`src/rtl/adc128s022_scan_ctrl.sv`:
```
// SPI master for the ADC128S022: round-robin scan of the enabled channels,
// one {channel, 12-bit result} beat per 16-SCLK frame.
module adc128s022_scan_ctrl #(
    parameter int HALF_DIV = 12,
    parameter int CHANNELS = 8
) (
    input  logic                CLOCK_50,
    input  logic                rst,
    input  logic                enable,
    input  logic [CHANNELS-1:0] channel_mask,
    output logic                sample_valid,
    output logic [2:0]          sample_channel,
    output logic [11:0]         sample_data,
    output logic                busy,
    output logic                ADC_CS_N,
    output logic                ADC_SCLK,
    output logic                ADC_SADDR,
    input  logic                ADC_SDAT
);

    typedef enum logic [2:0] {IDLE, SETUP, LOW, HIGH, QUIET} state_t;

    localparam logic [5:0] HALF_LAST  = 6'(HALF_DIV - 1);
    localparam logic [5:0] QUIET_LAST = 6'(2 * HALF_DIV - 1);

    state_t              state_q, state_d;
    logic [5:0]          cnt_q, cnt_d;
    logic [3:0]          bit_idx_q, bit_idx_d;
    logic                cs_n_q, cs_n_d;
    logic                sclk_q, sclk_d;
    logic                saddr_q, saddr_d;
    logic [11:0]         rx_q, rx_d;
    logic [2:0]          cur_addr_q, cur_addr_d;
    logic [2:0]          prev_addr_q, prev_addr_d;
    logic [2:0]          scan_ptr_q, scan_ptr_d;
    logic [CHANNELS-1:0] frame_mask_q, frame_mask_d;
    logic                sample_valid_q, sample_valid_d;
    logic [2:0]          sample_channel_q, sample_channel_d;
    logic [11:0]         sample_data_q, sample_data_d;
    logic                busy_q, busy_d;

    logic                pick_found;
    logic [2:0]          pick_addr;
    logic [15:0]         frame_word;

    // Lowest enabled channel at or above the scan pointer, wrapping 7 -> 0.
    always_comb begin
        pick_found = 1'b0;
        pick_addr  = scan_ptr_q;
        for (int i = 0; i < 8; i++) begin
            if (!pick_found && channel_mask[scan_ptr_q + 3'(i)]) begin
                pick_found = 1'b1;
                pick_addr  = scan_ptr_q + 3'(i);
            end
        end
    end

    assign frame_word = {2'b00, cur_addr_q, 11'd0};

    always_comb begin
        state_d          = state_q;
        cnt_d            = cnt_q;
        bit_idx_d        = bit_idx_q;
        cs_n_d           = cs_n_q;
        sclk_d           = sclk_q;
        saddr_d          = saddr_q;
        rx_d             = rx_q;
        cur_addr_d       = cur_addr_q;
        prev_addr_d      = prev_addr_q;
        scan_ptr_d       = scan_ptr_q;
        frame_mask_d     = frame_mask_q;
        sample_valid_d   = 1'b0;
        sample_channel_d = sample_channel_q;
        sample_data_d    = sample_data_q;
        busy_d           = busy_q;

        case (state_q)
            IDLE: begin
                busy_d = 1'b0;
                if (enable && pick_found) begin
                    cs_n_d       = 1'b0;
                    busy_d       = 1'b1;
                    prev_addr_d  = 3'd0;
                    cur_addr_d   = pick_addr;
                    scan_ptr_d   = pick_addr + 3'd1;
                    frame_mask_d = channel_mask;
                    cnt_d        = 6'd0;
                    state_d      = SETUP;
                end
            end
            SETUP: begin
                if (cnt_q == HALF_LAST) begin
                    cnt_d     = 6'd0;
                    bit_idx_d = 4'd0;
                    sclk_d    = 1'b0;
                    saddr_d   = frame_word[15];
                    state_d   = LOW;
                end else begin
                    cnt_d = cnt_q + 6'd1;
                end
            end
            LOW: begin
                if (cnt_q == HALF_LAST) begin
                    cnt_d   = 6'd0;
                    sclk_d  = 1'b1;
                    rx_d    = {rx_q[10:0], ADC_SDAT};
                    state_d = HIGH;
                end else begin
                    cnt_d = cnt_q + 6'd1;
                end
            end
            HIGH: begin
                // rx_q holds the last 12 bits one cycle after the 16th rising edge
                if (cnt_q == 6'd0 && bit_idx_q == 4'd15 && frame_mask_q[prev_addr_q]) begin
                    sample_valid_d   = 1'b1;
                    sample_channel_d = prev_addr_q;
                    sample_data_d    = rx_q;
                end
                if (cnt_q == HALF_LAST) begin
                    cnt_d = 6'd0;
                    if (bit_idx_q == 4'd15) begin
                        prev_addr_d = cur_addr_q;
                        if (enable && pick_found) begin
                            cur_addr_d   = pick_addr;
                            scan_ptr_d   = pick_addr + 3'd1;
                            frame_mask_d = channel_mask;
                            bit_idx_d    = 4'd0;
                            sclk_d       = 1'b0;
                            saddr_d      = 1'b0;
                            state_d      = LOW;
                        end else begin
                            cs_n_d  = 1'b1;
                            saddr_d = 1'b0;
                            state_d = QUIET;
                        end
                    end else begin
                        bit_idx_d = bit_idx_q + 4'd1;
                        sclk_d    = 1'b0;
                        saddr_d   = frame_word[4'd14 - bit_idx_q];
                        state_d   = LOW;
                    end
                end else begin
                    cnt_d = cnt_q + 6'd1;
                end
            end
            QUIET: begin
                if (cnt_q == QUIET_LAST) begin
                    cnt_d   = 6'd0;
                    busy_d  = 1'b0;
                    state_d = IDLE;
                end else begin
                    cnt_d = cnt_q + 6'd1;
                end
            end
            default: state_d = IDLE;
        endcase
    end

    always_ff @(posedge CLOCK_50) begin
        if (rst) begin
            state_q          <= IDLE;
            cnt_q            <= 6'd0;
            bit_idx_q        <= 4'd0;
            cs_n_q           <= 1'b1;
            sclk_q           <= 1'b1;
            saddr_q          <= 1'b0;
            rx_q             <= 12'd0;
            cur_addr_q       <= 3'd0;
            prev_addr_q      <= 3'd0;
            scan_ptr_q       <= 3'd0;
            frame_mask_q     <= '0;
            sample_valid_q   <= 1'b0;
            sample_channel_q <= 3'd0;
            sample_data_q    <= 12'd0;
            busy_q           <= 1'b0;
        end else begin
            state_q          <= state_d;
            cnt_q            <= cnt_d;
            bit_idx_q        <= bit_idx_d;
            cs_n_q           <= cs_n_d;
            sclk_q           <= sclk_d;
            saddr_q          <= saddr_d;
            rx_q             <= rx_d;
            cur_addr_q       <= cur_addr_d;
            prev_addr_q      <= prev_addr_d;
            scan_ptr_q       <= scan_ptr_d;
            frame_mask_q     <= frame_mask_d;
            sample_valid_q   <= sample_valid_d;
            sample_channel_q <= sample_channel_d;
            sample_data_q    <= sample_data_d;
            busy_q           <= busy_d;
        end
    end

    assign ADC_CS_N       = cs_n_q;
    assign ADC_SCLK       = sclk_q;
    assign ADC_SADDR      = saddr_q;
    assign sample_valid   = sample_valid_q;
    assign sample_channel = sample_channel_q;
    assign sample_data    = sample_data_q;
    assign busy           = busy_q;

endmodule

```
`config.mk`:
```
export PLATFORM = sky130hd
export DESIGN_NAME = adc128s022_scan_ctrl
export DESIGN_NICKNAME = d
export VERILOG_FILES = /design/src/rtl/adc128s022_scan_ctrl.sv
export SDC_FILE = /design/constraint.sdc
export NUM_CORES = 1
export LEC_CHECK = 0
export ABC_CLOCK_PERIOD_IN_PS = 3400
export BUFFER_PORTS_ARGS = -buffer_cell sky130_fd_sc_hd__buf_4
export CORE_MARGIN = 5
export CORE_UTILIZATION = 45
export DETAILED_ROUTE_END_ITERATION = 8
export PLACE_DENSITY = 0.72
export SLEW_MARGIN = 20
export SYNTH_ARGS = -nofsm -noshare
export SYNTH_HDL_FRONTEND = slang
export SYNTH_SLANG_ARGS = --single-unit
export TNS_END_PERCENT = 20
```
`constraint.sdc`:
```
create_clock -name CLOCK_50 -period 3.4 [get_ports CLOCK_50]
set_input_delay 0.51 -clock CLOCK_50 [delete_from_list [all_inputs] [get_ports CLOCK_50]]
set_output_delay 0.51 -clock CLOCK_50 [all_outputs]
set_load 0.02 [all_outputs]
```
* Yosys cells after proc, flatten, opt, wreduce, memory -nomap -nowiden *
Index checks and enable logic that the tools add are counted.

storage, ports and cells
  register bits = 62
  input bits = 12
  output and inout port bits = 20
  logic and storage cells = 174

operators by class
  add/sub/neg operators = 11
  $lt $le $gt $ge = 10
  equal/unequal tests = 15
  mux-type cells = 85
  bitwise operators = 1
  reduce and logical (&&, ||, !) cells = 37

operators with widths
  kind                                                 count
  two-way mux 3 bit                                    23
  < comparator 3 x 4 -> 1 bit (second input constant)  9
  two-way mux 1 bit                                    31
  binary-select mux 1 bit (select 3 bit)               9
  two-way mux 8 bit                                    3
  two-way mux 6 bit                                    3
  case mux 3 bit (2 select lines)                      3
  case mux 6 bit (3 select lines)                      1
  two-way mux 4 bit                                    4
  case mux 8 bit (2 select lines)                      1
  case mux 3 bit (5 select lines)                      1
  AND reduction 5 bit                                  3
  != test 2 bit (second input constant)                7
  adder 3 bit (second input constant)                  4
  logical AND 1 bit                                    10
  case mux 4 bit (2 select lines)                      1
  AND reduction 2 bit                                  4
  AND reduction 4 bit                                  2
  zero test 1 bit                                      7
  adder 3 x 1 -> 3 bit (second input constant)         2
  adder 3 x 2 -> 3 bit (second input constant)         2
  adder 6 x 1 -> 6 bit (second input constant)         1
  == test 3 x 2 -> 1 bit (second input constant)       2
  == test 6 x 4 -> 1 bit (second input constant)       1
  other kinds (19)                                     25

* Logic depth before layout (Yosys ltp) *
Gate-level depths: netlist of the first run.

  word-level depth = 29
  depth in mapped cells = 16
  mapped depth without buffers = 13

* Worst setup path after synthesis of the first run *
No wires, ideal clock.

  path kind = flip-flop to flip-flop
  start point = register scan_ptr_q[1]
  end point = register scan_ptr_q[2]
  setup time = 0.063 ns
  arrival = 3.420 ns
  data required time = 3.337 ns
  path slack = -0.083 ns
  stages on the path, launching flop included = 16
  buffers on the path = 3
  cells stage by stage = dfxtp_1 buf_2 inv_1 ha_1 buf_4 mux4_2 mux2i_1 a22o_1 buf_2 nand3_1 o31ai_1 xnor2_1 ha_1 nand2_1 a2111oi_0 nand3b_1

on the way
  word-level cells in the longest chain between the ends = 29
  elaborated cells between the ends (all ways) = 58

ends and longest elaborated chain
  item                                                                           RTL line  RTL
  start, declared                                                                35        logic [2:0] scan_ptr_q, scan_ptr_d;
  start signal, assigned                                                         186       scan_ptr_q <= scan_ptr_d;
  parallel branches: the longest is 23 deep, another holds adder 3 x 1 -> 3 bit  -
  two-way mux 3 bit (*)                                                          51        if (!pick_found && channel_mask[scan_ptr_q + 3'(i)]) begin
  net pick_addr[0]                                                               43        logic [2:0] pick_addr;
  adder 3 x 1 -> 3 bit (*)                                                       85, 125
  two-way mux 3 bit (*)                                                          80, 123
  two-way mux 3 bit                                                              121       if (bit_idx_q == 4'd15) begin
  two-way mux 3 bit                                                              119       if (cnt_q == HALF_LAST) begin
  case mux 3 bit (2 select lines) (*)                                            77        case (state_q)

Mark *: on every way through the listed nets, which the timed path passes. The select of a mux whose other input is x is not followed.
A chain may end at the register's enable or synchronous reset.

* Final worst setup path of the first run *
  start point = register scan_ptr_q[1]
  end point = register scan_ptr_q[2]

on the way
  word-level cells in the longest chain between the ends = 29
  elaborated cells between the ends (all ways) = 58

ends and longest elaborated chain
  item                                                                           RTL line
  parallel branches: the longest is 23 deep, another holds adder 3 x 1 -> 3 bit  -
  two-way mux 3 bit (*)                                                          51
  net pick_addr[1]                                                               43
  adder 3 x 1 -> 3 bit (*)                                                       85, 125
  two-way mux 3 bit (*)                                                          80, 123
  two-way mux 3 bit                                                              121
  two-way mux 3 bit                                                              119
  case mux 3 bit (2 select lines) (*)                                            77

Marked as above.

==> reports/qor.yml, run 1 <==
period_minus_slack_ns: 3.13
synthAdderAreaFrac_pct: 2.12
synth_xor_area_share_pct: 1.94
vias: 2968
drv_cap: 0
power_leakage_nw: 1.54
portBuffers: 31
hold_class: "primary input to flip-flop"
synth-compound-area-share_pct: 14.4
finalWorstSetupSlack_ns: 0.270
cp_num_buf_inv: 2
clk_pin_slew_ns: 0.07
viasPerCell: 5.59
cp_top_family: "simple AND/OR/NAND/NOR gates"
avgSynthCellArea_sq_um: 9.21
ys_ff_latch: 62
timing.setup.tns_ns: 0
slew_headroom_pct: 45.5
num_io_pins: 32
post_synth_num_cell_types: 57
core_region_area_sq_mm: 0.00769
rsz0062_at_grt: "no"
firstDrtPassIters: 4
synth_most_common_cell: "dfxtp_1"
vdd_drop_max_mv: 0.374
drt_iter0_markers: 139
wl_per_cell_microns: 14.9
finClkSkew_ns: 0.0108
worstPathCellList: "buf_4 -> ha_2 -> buf_4 -> xor2_1 -> mux2_4 -> or3_1 -> a21oi_1 -> o21ai_1 -> nand2_1 -> ha_1 -> nand2_1 -> a2111oi_4 -> nand3b_1"
synth_area_sq_mm: 0.00354
setup_violations: 0
synthMuxAreaShare_pct: 22.7
htreeDepth: 3
synth-async-reset-ratio_pct: 0
cts-root-buf: "clkbuf_8"
synth_top_family_by_area: "multiplexers"
grt.overflow.total: 0
synth-edff-count: 0
clkSinkCount: 62
syn_to_final_growth_pct: 18.5
netlist_top_cells_area: "dfxtp_1 (35%), mux2i_1 (12%), mux4_2 (8.9%)"
startpoint_type: "flip-flop"
critPathArrivalTime_ns: 3.41
final_util_pct: 54.6
powerDensity_mw_per_mm2: 627
routed_wl_microns: 7890
path_class: "flip-flop to flip-flop"
die_y_microns: 98.8
grt_pass1_wl_microns: 13500
cts_tree: "done"
place_congestion: 0.939
period_share_pct: 92.0
p_total_w: 0.00263
reg2reg_slack_ns: 0.27
fmaxAchievable_ghz: 0.320
cts_made_buffers: 9
yosysTopAreaCellShare_pct: 35.0
drive_gt1_share_pct: 23.3
grt_antenna_before_repair: 0
die_area_sq_mm: 0.00975
synth_nets: 403
start_util_pct: 46.1
drtAntennaViolNets: 0
syn_inst: 385
worst_pin_slew_ns: 0.818
synth.top_cells.by_count: "dfxtp_1 (62), nor2_1 (56), mux2i_1 (44)"
hold_viol_final: 0
track_usage_pct: 16.6
cp-end-kind: "flip-flop"
cts_buffer_depth: 2
grt_pass1_vias: 2737
yosys_warnings: 0
drc_errors: 0
grt_max_degree: 61
slew_violations: 0
post-dp-hpwl_microns: 5760
outcome: "finished, final reports clean"
finalNetCount: 442
yosys.area_share.simple_pct: 19.7
post-place-ws_ns: 0.0243
synth-seq-area-share_pct: 35.0
antenna_cells: 0
synthFlopType: "dfxtp_1"
std_cell_rows: 32
synth_top_area_cell: "dfxtp_1"
critPathMaxStageDelay_ns: 0.39
critPathMaxFanout: 11
die_w_microns: 98.8
clk_latency_ns: 0.34
cp.required_ns: 3.68
cp_slowest_cell: "or3_1"
==> metrics by stage <==
stage	hold WS (ns)	area, sq um	instances
after global routing	0.410	4200	531
after detailed placement	0.460	3930	514
final	0.403	4200	531
after global placement	0.450	3930	514
after CTS	0.375	4140	530
after floorplan	0.449	3550	385
==> cell usage in the layout (no fill, tap or decap), types with 2 or more instances in the layout <==
cell	count
dfxtp_1	62
nor2_1	56
buf_4	48
mux2i_1	43
nand2_1	34
a21oi_1	21
mux4_2	14
o21ai_0	11
inv_1	10
and2_1	10
clkbuf_8	10
nand3_1	7
nand4_1	6
nor3_1	5
nand3b_1	5
nand2b_1	4
or3_1	4
and3_1	4
ha_1	4
nor2b_1	3
mux2_2	3
a31oi_1	3
o211ai_1	3
nor4_1	3
xnor2_1	3
clkinvlp_4	3
xor2_1	2
a22o_1	2
o32ai_1	2
o2111ai_1	2
a22oi_1	2
a221o_1	2
a21o_1	2
a311oi_2	2
a211oi_2	2
a211oi_1	2
==> where the power goes <==
group          switching, W  internal [W]
Clock              0.000306      0.000362
Sequential        0.0000368      0.000757
Combinational      0.000630      0.000542
==> timing repair <==
| item | 4_1_cts | 5_1_grt |
|---|---|---|
| pin swaps | 0 | 3 |
| resized for setup | 1 | 10 |
| setup endpoints to repair | 1 | 2 |
| gates cloned | 0 | 0 |
| buffers inserted | 0 | 1 |
| hold buffers | 0 | 0 |
==> worst reg2reg max path, cell delays in order, from the launching register on <==
cell       delay, ns
dfxtp_1         0.33
buf_4           0.21
ha_2            0.29
buf_4           0.16
xor2_1          0.31
mux2_4          0.38
or3_1           0.39
a21oi_1         0.15
o21ai_1         0.11
nand2_1         0.09
ha_1            0.16
nand2_1         0.09
a2111oi_4       0.27
nand3b_1        0.14
==> per-layer routing <==
layer  vias to the layer above  part of all wire, %  global-route usage [%]
met5                         -                    0                       0
met4                         0                  1.3                    5.99
met3                        12                  3.0                    4.03
met2                        49                   48                    25.8
met1                      1423                   48                    22.5
li1                       1484                    -                       -
==> state kept, by name, summed over array words and instances (netlist names) <==
| register | count |
|---|---|
| prev_addr_q | 3 |
| sample_data | 12 |
| ADC_SCLK | 1 |
| busy | 1 |
| bit_idx_q | 4 |
| ADC_SADDR | 1 |
| state_q | 3 |
| sample_valid | 1 |
| cur_addr_q | 3 |
| frame_mask_q | 8 |
| cnt_q | 6 |
| rx_q | 12 |
| sample_channel | 3 |
| scan_ptr_q | 3 |
| ADC_CS_N | 1 |
==> path summary, 6_finish.rpt <==
check | startpoint | cells past startpoint | endpoint
min | ADC_SDAT | 3 | rx_q[0]
min reg2reg | busy | 2 | busy
max | scan_ptr_q[1] | 13 | scan_ptr_q[2]
max reg2reg | scan_ptr_q[1] | 13 | scan_ptr_q[2]
==> layout make-up <==
cell class	count	area [sq um]
repair buffers	49	372
flip-flops and latches	62	1240
inverters	10	37.5
clock inverters	6	70.1
well taps	102	128
clock buffers	10	138
multi-input cells	292	2210
fillers	714	3490
==> cells by family after synthesis <==
family,after synthesis
adder cells (fa/ha/maj),6
buffers and inverters,31
flip-flops,62
AND/OR/NAND/NOR,145
XOR/XNOR,7
AO/OA/AOI/OAI,72
multiplexers,62
Power figures use the tool's default switching activity.
==> run 2, diff against run 1 <==
--- a/config.mk
+++ b/config.mk
@@ -5,12 +5,12 @@
 export SDC_FILE = /design/constraint.sdc
 export NUM_CORES = 1
 export LEC_CHECK = 0
-export ABC_CLOCK_PERIOD_IN_PS = 3400
+export ABC_CLOCK_PERIOD_IN_PS = 3960
 export BUFFER_PORTS_ARGS = -buffer_cell sky130_fd_sc_hd__buf_4
 export CORE_MARGIN = 5
 export CORE_UTILIZATION = 45
 export DETAILED_ROUTE_END_ITERATION = 8
-export PLACE_DENSITY = 0.72
+export PLACE_DENSITY = 0.69
 export SLEW_MARGIN = 20
 export SYNTH_ARGS = -nofsm -noshare
 export SYNTH_HDL_FRONTEND = slang
==> constraint.sdc (replaced) <==
create_clock -name CLOCK_50 -period 3.96 [get_ports CLOCK_50]
set_input_delay 0.594 -clock CLOCK_50 [delete_from_list [all_inputs] [get_ports CLOCK_50]]
set_output_delay 0.594 -clock CLOCK_50 [all_outputs]
set_load 0.02 [all_outputs]
==> run 2 against run 1 <==
Net effect: wire length shrank 0.23%; sequential power down 13%; critical path type unchanged; critical endpoint unchanged; via count shrank 0.13%; utilization is 0.85 points lower.
==> reports/qor.yml, run 2 (synthesis results as in run 1) <==
outcome: "finished, final reports clean"  # unchanged
critPathMaxFanout: 12  # was 11
startpoint_type: "flip-flop"  # unchanged
post-place-ws_ns: 0.442  # was 0.0243 ns
cts_made_buffers: 9  # unchanged
min_to: "busy"  # was rx_q[0]
htreeDepth: 3  # unchanged
die_w_microns: 98.8  # unchanged
start_util_pct: 46.1  # unchanged
setup_violations: 0  # unchanged
cp-end-kind: "flip-flop"  # unchanged
grt_antenna_before_repair: 0  # unchanged
wl_per_cell_microns: 15.1  # was 14.9 microns
drtAntennaViolNets: 0  # unchanged
post-dp-hpwl_microns: 5770  # was 5760 microns
std_cell_rows: 32  # unchanged
regToRegEndpoint: "scan_ptr_q[2]"  # unchanged
finalNetCount: 432  # was 442
drv_cap: 0  # unchanged
hold_viol_final: 0  # unchanged
firstDrtPassIters: 4  # unchanged
vdd_drop_max_mv: 0.293  # was 0.374 mV
syn_to_final_growth_pct: 16.6  # was 18.5%
timing.setup.tns_ns: 0  # unchanged
routed_wl_microns: 7870  # was 7890 microns
die_area_sq_mm: 0.00975  # unchanged
min-delay-start: "busy"  # was ADC_SDAT
critPathArrivalTime_ns: 3.85  # was 3.41 ns
final_common_cell: "dfxtp_1"  # unchanged
slew_violations: 0  # unchanged
powerDensity_mw_per_mm2: 567  # was 627 mW/mm^2
grt_pass1_wl_microns: 13600  # was 13500 microns
post-cts-setup-buffers: 0  # unchanged
period_share_pct: 90.5  # was 92.0%
portBuffers: 31  # unchanged
rsz0062_at_grt: "no"  # unchanged
hold_depth: 2  # was 3
die_y_microns: 98.8  # unchanged
post_cts_resized: 0  # was 1
clkSinkCount: 62  # unchanged
slew_headroom_pct: 38.1  # was 45.5%
vias: 2964  # was 2968
place_congestion: 0.852  # was 0.939
core_region_area_sq_mm: 0.00769  # unchanged
drive_gt1_share_pct: 20.0  # was 23.3%
drc_errors: 0  # unchanged
path_class: "flip-flop to flip-flop"  # unchanged
grt_max_degree: 61  # unchanged
num_io_pins: 32  # unchanged
finalWorstSetupSlack_ns: 0.377  # was 0.270 ns
cts_buffer_depth: 2  # unchanged
postCtsHoldBufs: 0  # unchanged
stdcell_count: 521  # was 531
rr_startpoint: "scan_ptr_q[0]"  # was scan_ptr_q[1]
cts-root-buf: "clkbuf_8"  # unchanged
reg2reg_slack_ns: 0.38  # was 0.27 ns
clk_pin_slew_ns: 0.07  # about the same
worst_pin_slew_ns: 0.920  # was 0.818 ns
hold_class: "flip-flop to flip-flop"  # was primary input to flip-flop
power_leakage_nw: 1.53  # was 1.54 nW
cts_tree: "done"  # unchanged
period_minus_slack_ns: 3.58  # was 3.13 ns
layout_common_cells: "dfxtp_1 (62), nor2_1 (56), mux2i_1 (44), buf_4 (39), nand2_1 (34)"  # was dfxtp_1 (62), nor2_1 (56), buf_4 (48), mux2i_1 (43), nand2_1 (34)
finClkSkew_ns: 0.00568  # was 0.0108 ns
antenna_cells: 0  # unchanged
track_usage_pct: 16.7  # was 16.6%
drt_iter0_markers: 122  # was 139
grt.overflow.total: 0  # unchanged
cp.required_ns: 4.22  # was 3.68 ns
grt_pass1_vias: 2857  # was 2737
viasPerCell: 5.69  # was 5.59
ff2ff_path_depth: 12  # was 13
fmaxAchievable_ghz: 0.279  # was 0.320 GHz
clk_latency_ns: 0.33  # was 0.34 ns
dp_cells: 505  # was 514
## run 2: how the worst max path moves through the flow
stage                  startpoint             to  depth (start not counted)
floorplan           scan_ptr_q[1]  scan_ptr_q[2]                         15
global placement    scan_ptr_q[0]  scan_ptr_q[2]                         12
CTS                 scan_ptr_q[0]  scan_ptr_q[2]                         12
global route        scan_ptr_q[0]  scan_ptr_q[2]                         14
detailed placement  scan_ptr_q[0]  scan_ptr_q[2]                         12
finish              scan_ptr_q[0]  scan_ptr_q[2]                         12
## run 2: final cells by class
| class | instances | area, sq um |
|---|---|---|
| fillers | 728 | 3550 |
| multi-input cells | 292 | 2150 |
| flip-flops and latches | 62 | 1240 |
| repair buffers | 39 | 293 |
| clock buffers | 11 | 151 |
| clock inverters | 5 | 129 |
| well taps | 102 | 128 |
| inverters | 10 | 37.5 |
## run 2: routing by layer
| layer | part of all wire, % | global-route usage (%) | vias to the layer above | routed length [microns] |
|---|---|---|---|---|
| met5 | 0 | 0 | - | 0 |
| met4 | 1.1 | 5.99 | 0 | 83 |
| met3 | 4.3 | 3.82 | 10 | 339 |
| met2 | 49 | 27.4 | 70 | 3870 |
| met1 | 45 | 21.5 | 1424 | 3570 |
| li1 | - | - | 1460 | - |
## run 2: critical path, cell delays in order (launching register included)
cell	delay, ns
dfxtp_1	0.33
inv_1	0.10
ha_1	0.63
mux4_2	0.61
mux2i_1	0.19
and2_1	0.23
nand3_1	0.12
o31ai_1	0.34
xnor2_1	0.24
ha_1	0.24
nand2_1	0.05
a2111oi_0	0.31
nand3b_1	0.15
## run 2: report_power, final
group	internal, W	switching, W	leakage [nW]
Clock	0.000518	0.000249	0.140
Combinational	0.000386	0.000502	0.888
Sequential	0.000650	0.0000371	0.503
## run 2: through the flow
stage	cell area, sq um	hold WS [ns]	util [%]	power [W]
final	4130	0.459	53.8	0.00234
after global routing	4130	0.501	53.8	0.00248
after global placement	3850	0.450	50.1	0.00158
after CTS	4130	0.463	53.8	0.00235
after floorplan	3540	0.449	-	0.00139
after detailed placement	3850	0.453	50.1	0.00158
